--- config.mk ---
export PLATFORM = sky130hd
export DESIGN_NAME = apb5_mem_completer_flat
export DESIGN_NICKNAME = d
export VERILOG_FILES = /design/src/rtl/apb5_pkg.sv /design/src/rtl/apb5_mem_completer_if.sv /design/src/rtl/apb5_strb_mem.sv /design/src/rtl/apb5_mem_completer.sv /design/src/flat_wrapper.sv
export SDC_FILE = /design/constraint.sdc
export NUM_CORES = 2
export LEC_CHECK = 0
export CAP_MARGIN = 20
export CORE_AREA = 2 2 429 431
export CTS_BUF_LIST = sky130_fd_sc_hd__clkbuf_4
export DETAILED_ROUTE_END_ITERATION = 10
export DIE_AREA = 0 0 431 433
export GPL_ROUTABILITY_DRIVEN = 0
export PLACE_DENSITY = 0.6
export SLEW_MARGIN = 20
export SYNTH_ARGS = -nofsm -noshare
export SYNTH_HDL_FRONTEND = slang
export SYNTH_SLANG_ARGS = --single-unit
--- constraint.sdc ---
create_clock -name PCLK -period 2.6 [get_ports PCLK]
set_input_delay 0.26 -clock PCLK [delete_from_list [all_inputs] [get_ports PCLK]]
set_output_delay 0.26 -clock PCLK [all_outputs]
set_load 0.05 [all_outputs]
--- src/rtl/apb5_pkg.sv ---
// Shared types and helpers for the APB5 memory completer.
// Imported by the top level and its storage sub-module.
package apb5_pkg;

    typedef enum logic {
        IDLE   = 1'b0,
        ACCESS = 1'b1
    } state_e;

    typedef enum logic [1:0] {
        OK     = 2'd0,
        DECODE = 2'd1,
        PROT   = 2'd2,
        STRB   = 2'd3
    } err_code_e;

    // Right shift that turns a byte address into a word index.
    function automatic int idx_shift(input int data_width);
        return $clog2(data_width / 8);
    endfunction

endpackage

--- src/rtl/apb5_mem_completer_if.sv ---
// APB5 bus bundle shared by requester and completer.
// The master modport drives the request side, the slave modport drives the response.
interface apb5_mem_completer_if #(
    parameter int ADDR_WIDTH      = 8,
    parameter int DATA_WIDTH      = 32,
    parameter int USER_REQ_WIDTH  = 8,
    parameter int USER_DATA_WIDTH = 16,
    parameter int USER_RESP_WIDTH = 8
);
    logic                       PSEL;
    logic                       PENABLE;
    logic [ADDR_WIDTH-1:0]      PADDR;
    logic                       PWRITE;
    logic [DATA_WIDTH-1:0]      PWDATA;
    logic [DATA_WIDTH/8-1:0]    PSTRB;
    logic [2:0]                 PPROT;
    logic                       PNSE;
    logic                       PWAKEUP;
    logic [USER_REQ_WIDTH-1:0]  PAUSER;
    logic [USER_DATA_WIDTH-1:0] PWUSER;
    logic [DATA_WIDTH-1:0]      PRDATA;
    logic                       PREADY;
    logic                       PSLVERR;
    logic [USER_DATA_WIDTH-1:0] PRUSER;
    logic [USER_RESP_WIDTH-1:0] PBUSER;

    modport master (
        output PSEL, PENABLE, PADDR, PWRITE, PWDATA, PSTRB, PPROT, PNSE,
               PWAKEUP, PAUSER, PWUSER,
        input  PRDATA, PREADY, PSLVERR, PRUSER, PBUSER
    );

    modport slave (
        input  PSEL, PENABLE, PADDR, PWRITE, PWDATA, PSTRB, PPROT, PNSE,
               PWAKEUP, PAUSER, PWUSER,
        output PRDATA, PREADY, PSLVERR, PRUSER, PBUSER
    );

endinterface

--- src/rtl/apb5_strb_mem.sv ---
// Word-organised data array plus per-word user array.
// Byte-strobed write, whole-word user write, combinational read, async clear.
module apb5_strb_mem #(
    parameter  int DEPTH      = 32,
    parameter  int DATA_WIDTH = 32,
    parameter  int USER_WIDTH = 16,
    localparam int AW         = $clog2(DEPTH),
    localparam int NB         = DATA_WIDTH / 8
) (
    input  logic                  clk,
    input  logic                  rst_n,
    input  logic                  we,
    input  logic [AW-1:0]         waddr,
    input  logic [DATA_WIDTH-1:0] wdata,
    input  logic [NB-1:0]         wstrb,
    input  logic [USER_WIDTH-1:0] wuser,
    input  logic [AW-1:0]         raddr,
    output logic [DATA_WIDTH-1:0] rdata,
    output logic [USER_WIDTH-1:0] ruser
);

    logic [DATA_WIDTH-1:0] mem_q  [DEPTH];
    logic [DATA_WIDTH-1:0] mem_d  [DEPTH];
    logic [USER_WIDTH-1:0] umem_q [DEPTH];
    logic [USER_WIDTH-1:0] umem_d [DEPTH];

    always_comb begin
        // NOTE: every always_comb output gets a default first so no path leaves it unassigned (no latch).
        mem_d  = mem_q;
        umem_d = umem_q;
        if (we) begin
            for (int b = 0; b < NB; b++) begin
                if (wstrb[b]) mem_d[waddr][b*8 +: 8] = wdata[b*8 +: 8];
            end
            umem_d[waddr] = wuser;
        end
    end

    // NOTE: state uses non-blocking assignments so every flop samples pre-edge values.
    always_ff @(posedge clk or negedge rst_n) begin
        if (!rst_n) begin
            // NOTE: the array is cleared on reset because reads of never-written words must return zero.
            for (int i = 0; i < DEPTH; i++) begin
                mem_q[i]  <= '0;
                umem_q[i] <= '0;
            end
        end else begin
            mem_q  <= mem_d;
            umem_q <= umem_d;
        end
    end

    assign rdata = mem_q[raddr];
    assign ruser = umem_q[raddr];

endmodule

--- src/rtl/apb5_mem_completer.sv ---
// APB5 completer fronting a word memory: programmable wait states, byte strobes,
// decode/protection/strobe errors, optional RME check and sticky protocol flags.
module apb5_mem_completer
    import apb5_pkg::*;
#(
    parameter int ADDR_WIDTH      = 8,
    parameter int DATA_WIDTH      = 32,
    parameter int DEPTH           = 32,
    parameter int SECURE_BASE     = 16,
    parameter int WAIT_WIDTH      = 3,
    parameter int RME_SUPPORT     = 1,
    parameter int WAKEUP_SUPPORT  = 1,
    parameter int USER_REQ_WIDTH  = 8,
    parameter int USER_DATA_WIDTH = 16,
    parameter int USER_RESP_WIDTH = 8
) (
    input  logic                  PCLK,
    input  logic                  PRESETN,
    apb5_mem_completer_if.slave   apb,
    input  logic [WAIT_WIDTH-1:0] wait_cfg,
    output logic                  proto_err,
    output logic                  wakeup_err
);

    localparam int NB    = DATA_WIDTH / 8;
    localparam int SHIFT = idx_shift(DATA_WIDTH);
    localparam int AW    = $clog2(DEPTH);

    state_e                state_q, state_d;
    logic [WAIT_WIDTH-1:0] cnt_q, cnt_d;
    logic [AW-1:0]         idx_q, idx_d;
    logic [ADDR_WIDTH-1:0] paddr_q, paddr_d;
    logic                  write_q, write_d;
    logic [NB-1:0]         strb_q, strb_d;
    err_code_e             err_q, err_d;
    logic                  proto_err_q, proto_err_d;
    logic                  wakeup_err_q, wakeup_err_d;

    logic [ADDR_WIDTH-1:0]      setup_idx;
    err_code_e                  setup_err;
    logic                       mem_we;
    logic                       pready;
    logic [DATA_WIDTH-1:0]      mem_rdata;
    logic [USER_DATA_WIDTH-1:0] mem_ruser;
    logic                       unused_pauser;

    assign unused_pauser = ^apb.PAUSER;

    // The full-width index is kept for decode so out-of-range addresses never alias.
    assign setup_idx = apb.PADDR >> SHIFT;

    always_comb begin
        setup_err = OK;
        if (32'(setup_idx) >= DEPTH) begin
            setup_err = DECODE;
        end else if (32'(setup_idx) >= SECURE_BASE &&
                     (apb.PPROT[1] || ((RME_SUPPORT != 0) && apb.PNSE))) begin
            setup_err = PROT;
        end else if (!apb.PWRITE && apb.PSTRB != '0) begin
            setup_err = STRB;
        end
    end

    always_ff @(posedge PCLK or negedge PRESETN) begin
        if (!PRESETN) begin
            state_q      <= IDLE;
            cnt_q        <= '0;
            idx_q        <= '0;
            paddr_q      <= '0;
            write_q      <= 1'b0;
            strb_q       <= '0;
            err_q        <= OK;
            proto_err_q  <= 1'b0;
            wakeup_err_q <= 1'b0;
        end else begin
            state_q      <= state_d;
            cnt_q        <= cnt_d;
            idx_q        <= idx_d;
            paddr_q      <= paddr_d;
            write_q      <= write_d;
            strb_q       <= strb_d;
            err_q        <= err_d;
            proto_err_q  <= proto_err_d;
            wakeup_err_q <= wakeup_err_d;
        end
    end

    always_comb begin
        state_d      = state_q;
        cnt_d        = cnt_q;
        idx_d        = idx_q;
        paddr_d      = paddr_q;
        write_d      = write_q;
        strb_d       = strb_q;
        err_d        = err_q;
        proto_err_d  = proto_err_q;
        wakeup_err_d = wakeup_err_q;
        mem_we       = 1'b0;

        if ((WAKEUP_SUPPORT != 0) && apb.PSEL && !apb.PWAKEUP) wakeup_err_d = 1'b1;

        case (state_q)
            IDLE: begin
                if (apb.PENABLE) begin
                    proto_err_d = 1'b1;
                end else if (apb.PSEL) begin
                    state_d = ACCESS;
                    cnt_d   = wait_cfg;
                    idx_d   = setup_idx[AW-1:0];
                    paddr_d = apb.PADDR;
                    write_d = apb.PWRITE;
                    strb_d  = apb.PSTRB;
                    err_d   = setup_err;
                end
            end
            ACCESS: begin
                if (!apb.PSEL) begin
                    // Abandoned transfer: flag it and drop back without touching memory.
                    proto_err_d = 1'b1;
                    state_d     = IDLE;
                end else begin
                    if (apb.PADDR != paddr_q || apb.PWRITE != write_q || apb.PSTRB != strb_q) begin
                        proto_err_d = 1'b1;
                    end
                    if (cnt_q != '0) begin
                        cnt_d = cnt_q - WAIT_WIDTH'(1);
                    end else if (apb.PENABLE) begin
                        state_d = IDLE;
                        mem_we  = write_q && (err_q == OK);
                    end
                end
            end
            default: state_d = IDLE;
        endcase
    end

    // Response is a pure function of registered state, so it never depends on live bus inputs.
    always_comb begin
        pready      = (state_q == ACCESS) && (cnt_q == '0);
        apb.PREADY  = pready;
        apb.PSLVERR = pready && (err_q != OK);
        apb.PBUSER  = pready ? USER_RESP_WIDTH'(err_q) : '0;
        apb.PRDATA  = '0;
        apb.PRUSER  = '0;
        if (pready && !write_q && err_q == OK) begin
            apb.PRDATA = mem_rdata;
            apb.PRUSER = mem_ruser;
        end
    end

    assign proto_err  = proto_err_q;
    assign wakeup_err = wakeup_err_q;

    apb5_strb_mem #(
        .DEPTH      (DEPTH),
        .DATA_WIDTH (DATA_WIDTH),
        .USER_WIDTH (USER_DATA_WIDTH)
    ) u_mem (
        .clk   (PCLK),
        .rst_n (PRESETN),
        .we    (mem_we),
        .waddr (idx_q),
        .wdata (apb.PWDATA),
        .wstrb (strb_q),
        .wuser (apb.PWUSER),
        .raddr (idx_q),
        .rdata (mem_rdata),
        .ruser (mem_ruser)
    );

endmodule

--- src/flat_wrapper.sv ---
// flat-port wrapper written by rule: the top's interface ports become plain ports
module apb5_mem_completer_flat import apb5_pkg::*;
#(
    parameter int ADDR_WIDTH      = 8,
    parameter int DATA_WIDTH      = 32,
    parameter int DEPTH           = 32,
    parameter int SECURE_BASE     = 16,
    parameter int WAIT_WIDTH      = 3,
    parameter int RME_SUPPORT     = 1,
    parameter int WAKEUP_SUPPORT  = 1,
    parameter int USER_REQ_WIDTH  = 8,
    parameter int USER_DATA_WIDTH = 16,
    parameter int USER_RESP_WIDTH = 8
)
  (PCLK, PRESETN, wait_cfg, proto_err, wakeup_err, apb_PSEL, apb_PENABLE, apb_PADDR, apb_PWRITE, apb_PWDATA, apb_PSTRB, apb_PPROT, apb_PNSE, apb_PWAKEUP, apb_PAUSER, apb_PWUSER, apb_PRDATA, apb_PREADY, apb_PSLVERR, apb_PRUSER, apb_PBUSER);
  apb5_mem_completer_if #(.ADDR_WIDTH(ADDR_WIDTH), .DATA_WIDTH(DATA_WIDTH), .USER_REQ_WIDTH(USER_REQ_WIDTH), .USER_DATA_WIDTH(USER_DATA_WIDTH), .USER_RESP_WIDTH(USER_RESP_WIDTH)) apb_i ();
  input  logic PCLK;
  input  logic PRESETN;
  input  logic [WAIT_WIDTH-1:0] wait_cfg;
  output logic proto_err;
  output logic wakeup_err;
  input wire logic [$bits(apb_i.PSEL)-1:0] apb_PSEL;
  input wire logic [$bits(apb_i.PENABLE)-1:0] apb_PENABLE;
  input wire logic [$bits(apb_i.PADDR)-1:0] apb_PADDR;
  input wire logic [$bits(apb_i.PWRITE)-1:0] apb_PWRITE;
  input wire logic [$bits(apb_i.PWDATA)-1:0] apb_PWDATA;
  input wire logic [$bits(apb_i.PSTRB)-1:0] apb_PSTRB;
  input wire logic [$bits(apb_i.PPROT)-1:0] apb_PPROT;
  input wire logic [$bits(apb_i.PNSE)-1:0] apb_PNSE;
  input wire logic [$bits(apb_i.PWAKEUP)-1:0] apb_PWAKEUP;
  input wire logic [$bits(apb_i.PAUSER)-1:0] apb_PAUSER;
  input wire logic [$bits(apb_i.PWUSER)-1:0] apb_PWUSER;
  output wire logic [$bits(apb_i.PRDATA)-1:0] apb_PRDATA;
  output wire logic [$bits(apb_i.PREADY)-1:0] apb_PREADY;
  output wire logic [$bits(apb_i.PSLVERR)-1:0] apb_PSLVERR;
  output wire logic [$bits(apb_i.PRUSER)-1:0] apb_PRUSER;
  output wire logic [$bits(apb_i.PBUSER)-1:0] apb_PBUSER;
  assign apb_i.PSEL = apb_PSEL;
  assign apb_i.PENABLE = apb_PENABLE;
  assign apb_i.PADDR = apb_PADDR;
  assign apb_i.PWRITE = apb_PWRITE;
  assign apb_i.PWDATA = apb_PWDATA;
  assign apb_i.PSTRB = apb_PSTRB;
  assign apb_i.PPROT = apb_PPROT;
  assign apb_i.PNSE = apb_PNSE;
  assign apb_i.PWAKEUP = apb_PWAKEUP;
  assign apb_i.PAUSER = apb_PAUSER;
  assign apb_i.PWUSER = apb_PWUSER;
  assign apb_PRDATA = apb_i.PRDATA;
  assign apb_PREADY = apb_i.PREADY;
  assign apb_PSLVERR = apb_i.PSLVERR;
  assign apb_PRUSER = apb_i.PRUSER;
  assign apb_PBUSER = apb_i.PBUSER;
  apb5_mem_completer #(.ADDR_WIDTH(ADDR_WIDTH), .DATA_WIDTH(DATA_WIDTH), .DEPTH(DEPTH), .SECURE_BASE(SECURE_BASE), .WAIT_WIDTH(WAIT_WIDTH), .RME_SUPPORT(RME_SUPPORT), .WAKEUP_SUPPORT(WAKEUP_SUPPORT), .USER_REQ_WIDTH(USER_REQ_WIDTH), .USER_DATA_WIDTH(USER_DATA_WIDTH), .USER_RESP_WIDTH(USER_RESP_WIDTH)) u_core (.PCLK(PCLK), .PRESETN(PRESETN), .apb(apb_i), .wait_cfg(wait_cfg), .proto_err(proto_err), .wakeup_err(wakeup_err));
endmodule
### Word level (Yosys, flattened, before mapping)

Index checks and enable logic that the tools add are counted.

| storage, ports and cells | value |
|---|---|
| logic and storage cells | 166 |
| input bits | 81 |
| output and inout port bits | 60 |
| register bits | 1562 |

| operators by class | value |
|---|---|
| add/subtract/negate cells | 1 |
| muxes and demuxes | 53 |
| $lt $le $gt $ge | 4 |
| bitwise logic cells | 3 |
| reduce and logical (&&, ||, !) cells | 23 |
| eq/ne operators | 9 |

Operator list:

| operator | count |
|---|---|
| $mux W1024 | 7 |
| $bwmux W1024 | 4 |
| $demux W32 S5 | 4 |
| $bwmux W512 | 1 |
| $bmux W32 S5 | 1 |
| $mux W32 | 4 |
| $bmux W16 S5 | 1 |
| $demux W16 S5 | 1 |
| $mux W16 | 5 |
| $mux W24 | 1 |
| $ge A6 B6 Y1 const B | 2 |
| $mux W1 | 12 |
| $mux W3 | 4 |
| $ne A2 B2 Y1 const B | 5 |
| $logic_and A1 B1 Y1 | 9 |
| $mux W2 | 4 |
| $mux W8 | 1 |
| $ne A8 B8 Y1 | 1 |
| $ge A6 B5 Y1 const B | 1 |
| $lt A6 B1 Y1 const B | 1 |
| $not A5 Y6 | 1 |
| $pmux W3 S2 | 1 |
| $ne A4 B4 Y1 | 1 |
| $pmux W1 S2 | 2 |
| 14 further kinds | 19 |

### Logic depth before layout (Yosys ltp)

| depth | value |
|---|---|
| depth after elaboration | 16 |
| mapped depth | 9 |

### Hierarchy

A second synthesis with hierarchy kept.

| second synthesis, totals | value |
|---|---|
| cells, all modules | 5368 |
| area, all modules | 72398.2 um^2 |

Modules (own cells, without submodules):

| module | cells an instance | seq. area each (um^2) | instances | area each (um^2) |
|---|---|---|---|---|
| apb5_strb_mem | 5209 | 38436.9 | 1 | 70866.7 |
| apb5_mem_completer | 159 | 525.5 | 1 | 1531.5 |

### Worst setup path after synthesis

No wires, ideal clock.

| timing | value |
|---|---|
| kind | register to output |
| from | register u_core.paddr_q[4] (netlist name) |
| to | output apb_PRDATA[0] |
| setup slack | -0.271 ns |
| path buffers | 4 |
| stages on the path, launching flop included | 9 |
| data arrival time | 2.611 ns |
| cell sequence | dfrtp_1 buf_4 buf_6 or4b_2 buf_2 clkbuf_1 o22ai_1 nor4_1 a21oi_1 |

RTL lines:

| element | line | source |
|---|---|---|
| to (decl) | flat_wrapper.sv:33 | `output wire logic [$bits(apb_i.PRDATA)-1:0] apb_PRDATA;` |

==> impl_metrics.env <==
export IMPL_outcome="finished with violations"
export IMPL_failed_checks="negative setup slack"
export IMPL_rsz0062_at_grt="yes"
export IMPL_r2r_slack_ns=-0.14
export IMPL_routed_via_count=48200
export IMPL_crit_path_cell_trace="buf_4, buf_8, buf_12, buf_12, buf_6, mux2i_1, o22ai_2, nor4_4, buf_4, a21oi_4, buf_12"
export IMPL_core_rowCount=157
export IMPL_drv_cap=0
export IMPL_worst_hold_path_type="in2reg"
export IMPL_async_reset_ff_share_pct=100
export IMPL_number_of_global_route_vias_before_repair=51200
export IMPL_drcViolationCount=0
export IMPL_post_drt_via_cell_ratio=5.48
export IMPL_met1_usage_pct=30.1
export IMPL_synthesis_yosys_warnings=0
export IMPL_synth_xor_area_share_pct=0.157
export IMPL_layout_cells_most_common_list="1555 x sky130_fd_sc_hd__dfrtp_1, 1427 x sky130_fd_sc_hd__mux2_2, 644 x sky130_fd_sc_hd__mux2i_1"
export IMPL_htree_levels=5
export IMPL_rr_worst_depth=13
export IMPL_wire_per_inst_um=25.0
export IMPL_synth_sequential_area_ratio_pct=53.8
export IMPL_seq_area_um2=39000
export IMPL_ys_seq_elements=1557
export IMPL_drtPass1Iterations=7
export IMPL_path_max_fanout=7
export IMPL_worstMarginPinSlew_ns=1.00
export IMPL_finalSetupViolations=474
export IMPL_grt_met3_usage_pct=3.68
export IMPL_die_h_um=433
export IMPL_holdPathEnd="u_core.paddr_q[3]$_DFFE_PN0P_"
export IMPL_floorplan_die_area_um2=187000
export IMPL_violation_count_after_the_first_detailed_routing_iteration=2612
export IMPL_core_um2=182000
export IMPL_crit_required_ns=2.34
export IMPL_port_buffers=124
export IMPL_ioPinCount=141
export IMPL_worst_clock_skew_ns=0.120
export IMPL_synth_adder_area_share_pct=0.0345
export IMPL_report_final_hold_viol_count=0
export IMPL_setup_worst_path_start_class="flop"
export IMPL_total_leakage_power_nw=46.4
export IMPL_cts_buffer_depth=4
export IMPL_grt_util_all_layers_pct=22.8
export IMPL_numCtsBuffers=429
export IMPL_grt_ovfl_total=0
export IMPL_synth_compound_area_share_pct=3.77
export IMPL_main_combinational_cell_family_by_area_after_synthesis="multiplexers"
export IMPL_fill_cells=15100
export IMPL_finalInstanceArea_um2=95700
export IMPL_timing_final_crit_share_pct=154
export IMPL_whs_ns=0.140
export IMPL_final_common_cell="sky130_fd_sc_hd__dfrtp_1"
export IMPL_worst_path_most_repeated_cell="sky130_fd_sc_hd__buf_12"
export IMPL_criticalPathCategory="reg2out"
export IMPL_critical_path_slowest_cell="sky130_fd_sc_hd__dfrtp_4"
export IMPL_period_needed_ns=4.01
export IMPL_worst_r2r_endpoint="u_core.u_mem.umem_q[416]$_DFFE_PN0P_"
export IMPL_area_added_between_synthesis_and_finish_pct=32.1
export IMPL_grtUsageMet2_pct=37.9
export IMPL_starting_density_of_the_core_pct=39.8
export IMPL_cpLargestDelayFamily="buffers and inverters"
export IMPL_synthSimpleGateAreaFrac_pct=4.85
export IMPL_finalMaxSlewViolations=0
export IMPL_grt_max_degree=98
export IMPL_min_from="apb_PADDR[3]"
export IMPL_die_w_um=431
export IMPL_dpl_hpwl_um=134000
export IMPL_synthCells=5124
export IMPL_dpl_cell_count=7803
export IMPL_post_route_cells_drive_above_1_share_pct=55.8
export IMPL_drt_wl_total_um=220000
export IMPL_yosys_mux_area_fraction_pct=34.7
export IMPL_layout_cells_non_filler=8796
export IMPL_finalWorstSetupSlack_ns=-1.41
export IMPL_cts_root_buf="sky130_fd_sc_hd__clkbuf_4"
export IMPL_power_density_cell_area_nw_per_um2=590
export IMPL_design_final_nets=6199
export IMPL_final_core_util_pct=52.6
export IMPL_drt_antenna_violating_nets=0
export IMPL_synth_flop_cell="sky130_fd_sc_hd__dfrtp_1"
export IMPL_netlist_area_um2=72400
export IMPL_timing_critical_path_to_type="primary output"
export IMPL_cts_tree="built"
export IMPL_arrival_ns=3.75
export IMPL_worst_setup_hold_path_clk_slew_ns=0.07
export IMPL_avgSynthCellArea_um2=14.1
export IMPL_post_dp_cell_area_um2=82500
export IMPL_crit_reg2reg_launch="u_core.cnt_q[0]$_DFFE_PN0P_"
export IMPL_crit_path_from="u_core.paddr_q[3]$_DFFE_PN0P_"
export IMPL_clock_sinks=1557
export IMPL_fin_tns_setup_ns=-82.63
export IMPL_worstSkewPairLatency_ns=1.41
export IMPL_ir_drop_uv=530
export IMPL_area_occupied_by_multi_input_gates_um2=35700
export IMPL_worst_slew_margin_rel_pct=32.8
export IMPL_number_of_enable_flip_flop_cells_after_synthesis=0
export IMPL_global_route_peak_usage_layer="met2"
export IMPL_synth_lib_cells_used_distinct=48
export IMPL_wire_length_of_the_first_global_routing_pass_um=323000
export IMPL_antenna_found_initial=2
export IMPL_total_power_mw=56.4
export IMPL_critical_path_n_buffers_inverters=7
export IMPL_fmaxAchievable_mhz=249
export IMPL_cp_slowest_stage_delay_ns=0.54
export IMPL_worst_hold_path_num_cells=3
export IMPL_dpl_worst_slack_ns=-0.240
-- flip-flops by register name (all words and copies together) (netlist names) --
signal               cells
u_core.u_mem.mem_q    1024
u_core.u_mem.umem_q    512
u_core.paddr_q           8
u_core.strb_q            4
u_core.cnt_q             3
u_core.err_q             2
u_core.proto_err         1
u_core.state_q           1
u_core.wakeup_err        1
u_core.write_q           1
-- per-layer routing --
| metal | part of all wire (%) | up-vias |
|---|---|---|
| met3 | 4.0 | 368 |
| met1 | 44 | 25500 |
| met5 | 0 | - |
| met2 | 49 | 1050 |
| li1 | - | 21300 |
| met4 | 3.4 | 0 |
-- tightest hold or removal path: cells and delay by family --
kind                   cells  cell delay, ns
buffers and inverters      2            1.07
multiplexers               1            0.19
-- report_power, final --
part           internal (mW)  switching [mW]
sequential              24.4           0.116
combinational           4.75            5.61
clock                   11.4            10.2
total                   40.5            15.9
-- worst max-delay path by stage --
stage                           endpoint  slack (ns)  cells past startpoint
after CTS                  apb_PRDATA[6]       -1.55                      7
after detailed placement  apb_PRDATA[26]       -0.24                     10
final                     apb_PRDATA[26]       -1.41                     11
after global placement    apb_PRDATA[26]       -0.27                     10
after global routing      apb_PRUSER[12]       -1.56                     10
after floorplan            apb_PRDATA[0]        0.01                      8
-- Yosys cell counts (all sizes together) (2+ instances only) --
cell type	n	area [µm²]
dfrtp	1557	39000
or4b	4	40.0
nand4bb	6	67.6
or2	2	12.5
and3	8	50.1
nand2	34	128
nand3	15	135
nor2	9	33.8
nor3	72	1140
ha	2	25.0
clkbuf	249	936
nand4b	4	35.0
o22ai	385	2410
inv	9	33.8
xnor2	13	114
a21oi	52	260
mux2i	770	7710
o21ai	6	30.0
nor3b	12	175
buf	180	988
nand3b	3	35.0
and2	3	18.8
mux2	1548	17400
nor4	100	656
nand4	70	943
and3b	3	26.3
-- logic make-up after synthesis --
group,after synthesis
other cells,1
compound gates,447
mux,2318
buf+inv,438
xor+xnor,13
simple gates,348
flops,1557
fa+ha+maj,2
-- layout make-up --
type                    count  area share (%)
clock buffers             640            5.02
multi-input cells        3134            37.3
flip-flops and latches   1557            40.7
diodes                      6          0.0157
inverters                   9          0.0484
well taps                2385            3.12
repair buffers            985            13.4
clock inverters            80           0.420
-- timing repair --
action                     in CTS  in global routing
pin swaps                     118                146
gates cloned                   24                 24
hold buffers                   78                  0
setup endpoints to repair     109                893
resized for setup             485                366
buffers inserted               61                106
hold endpoints to repair     3082                  0
Note: power is estimated with default switching activity, not from simulation.
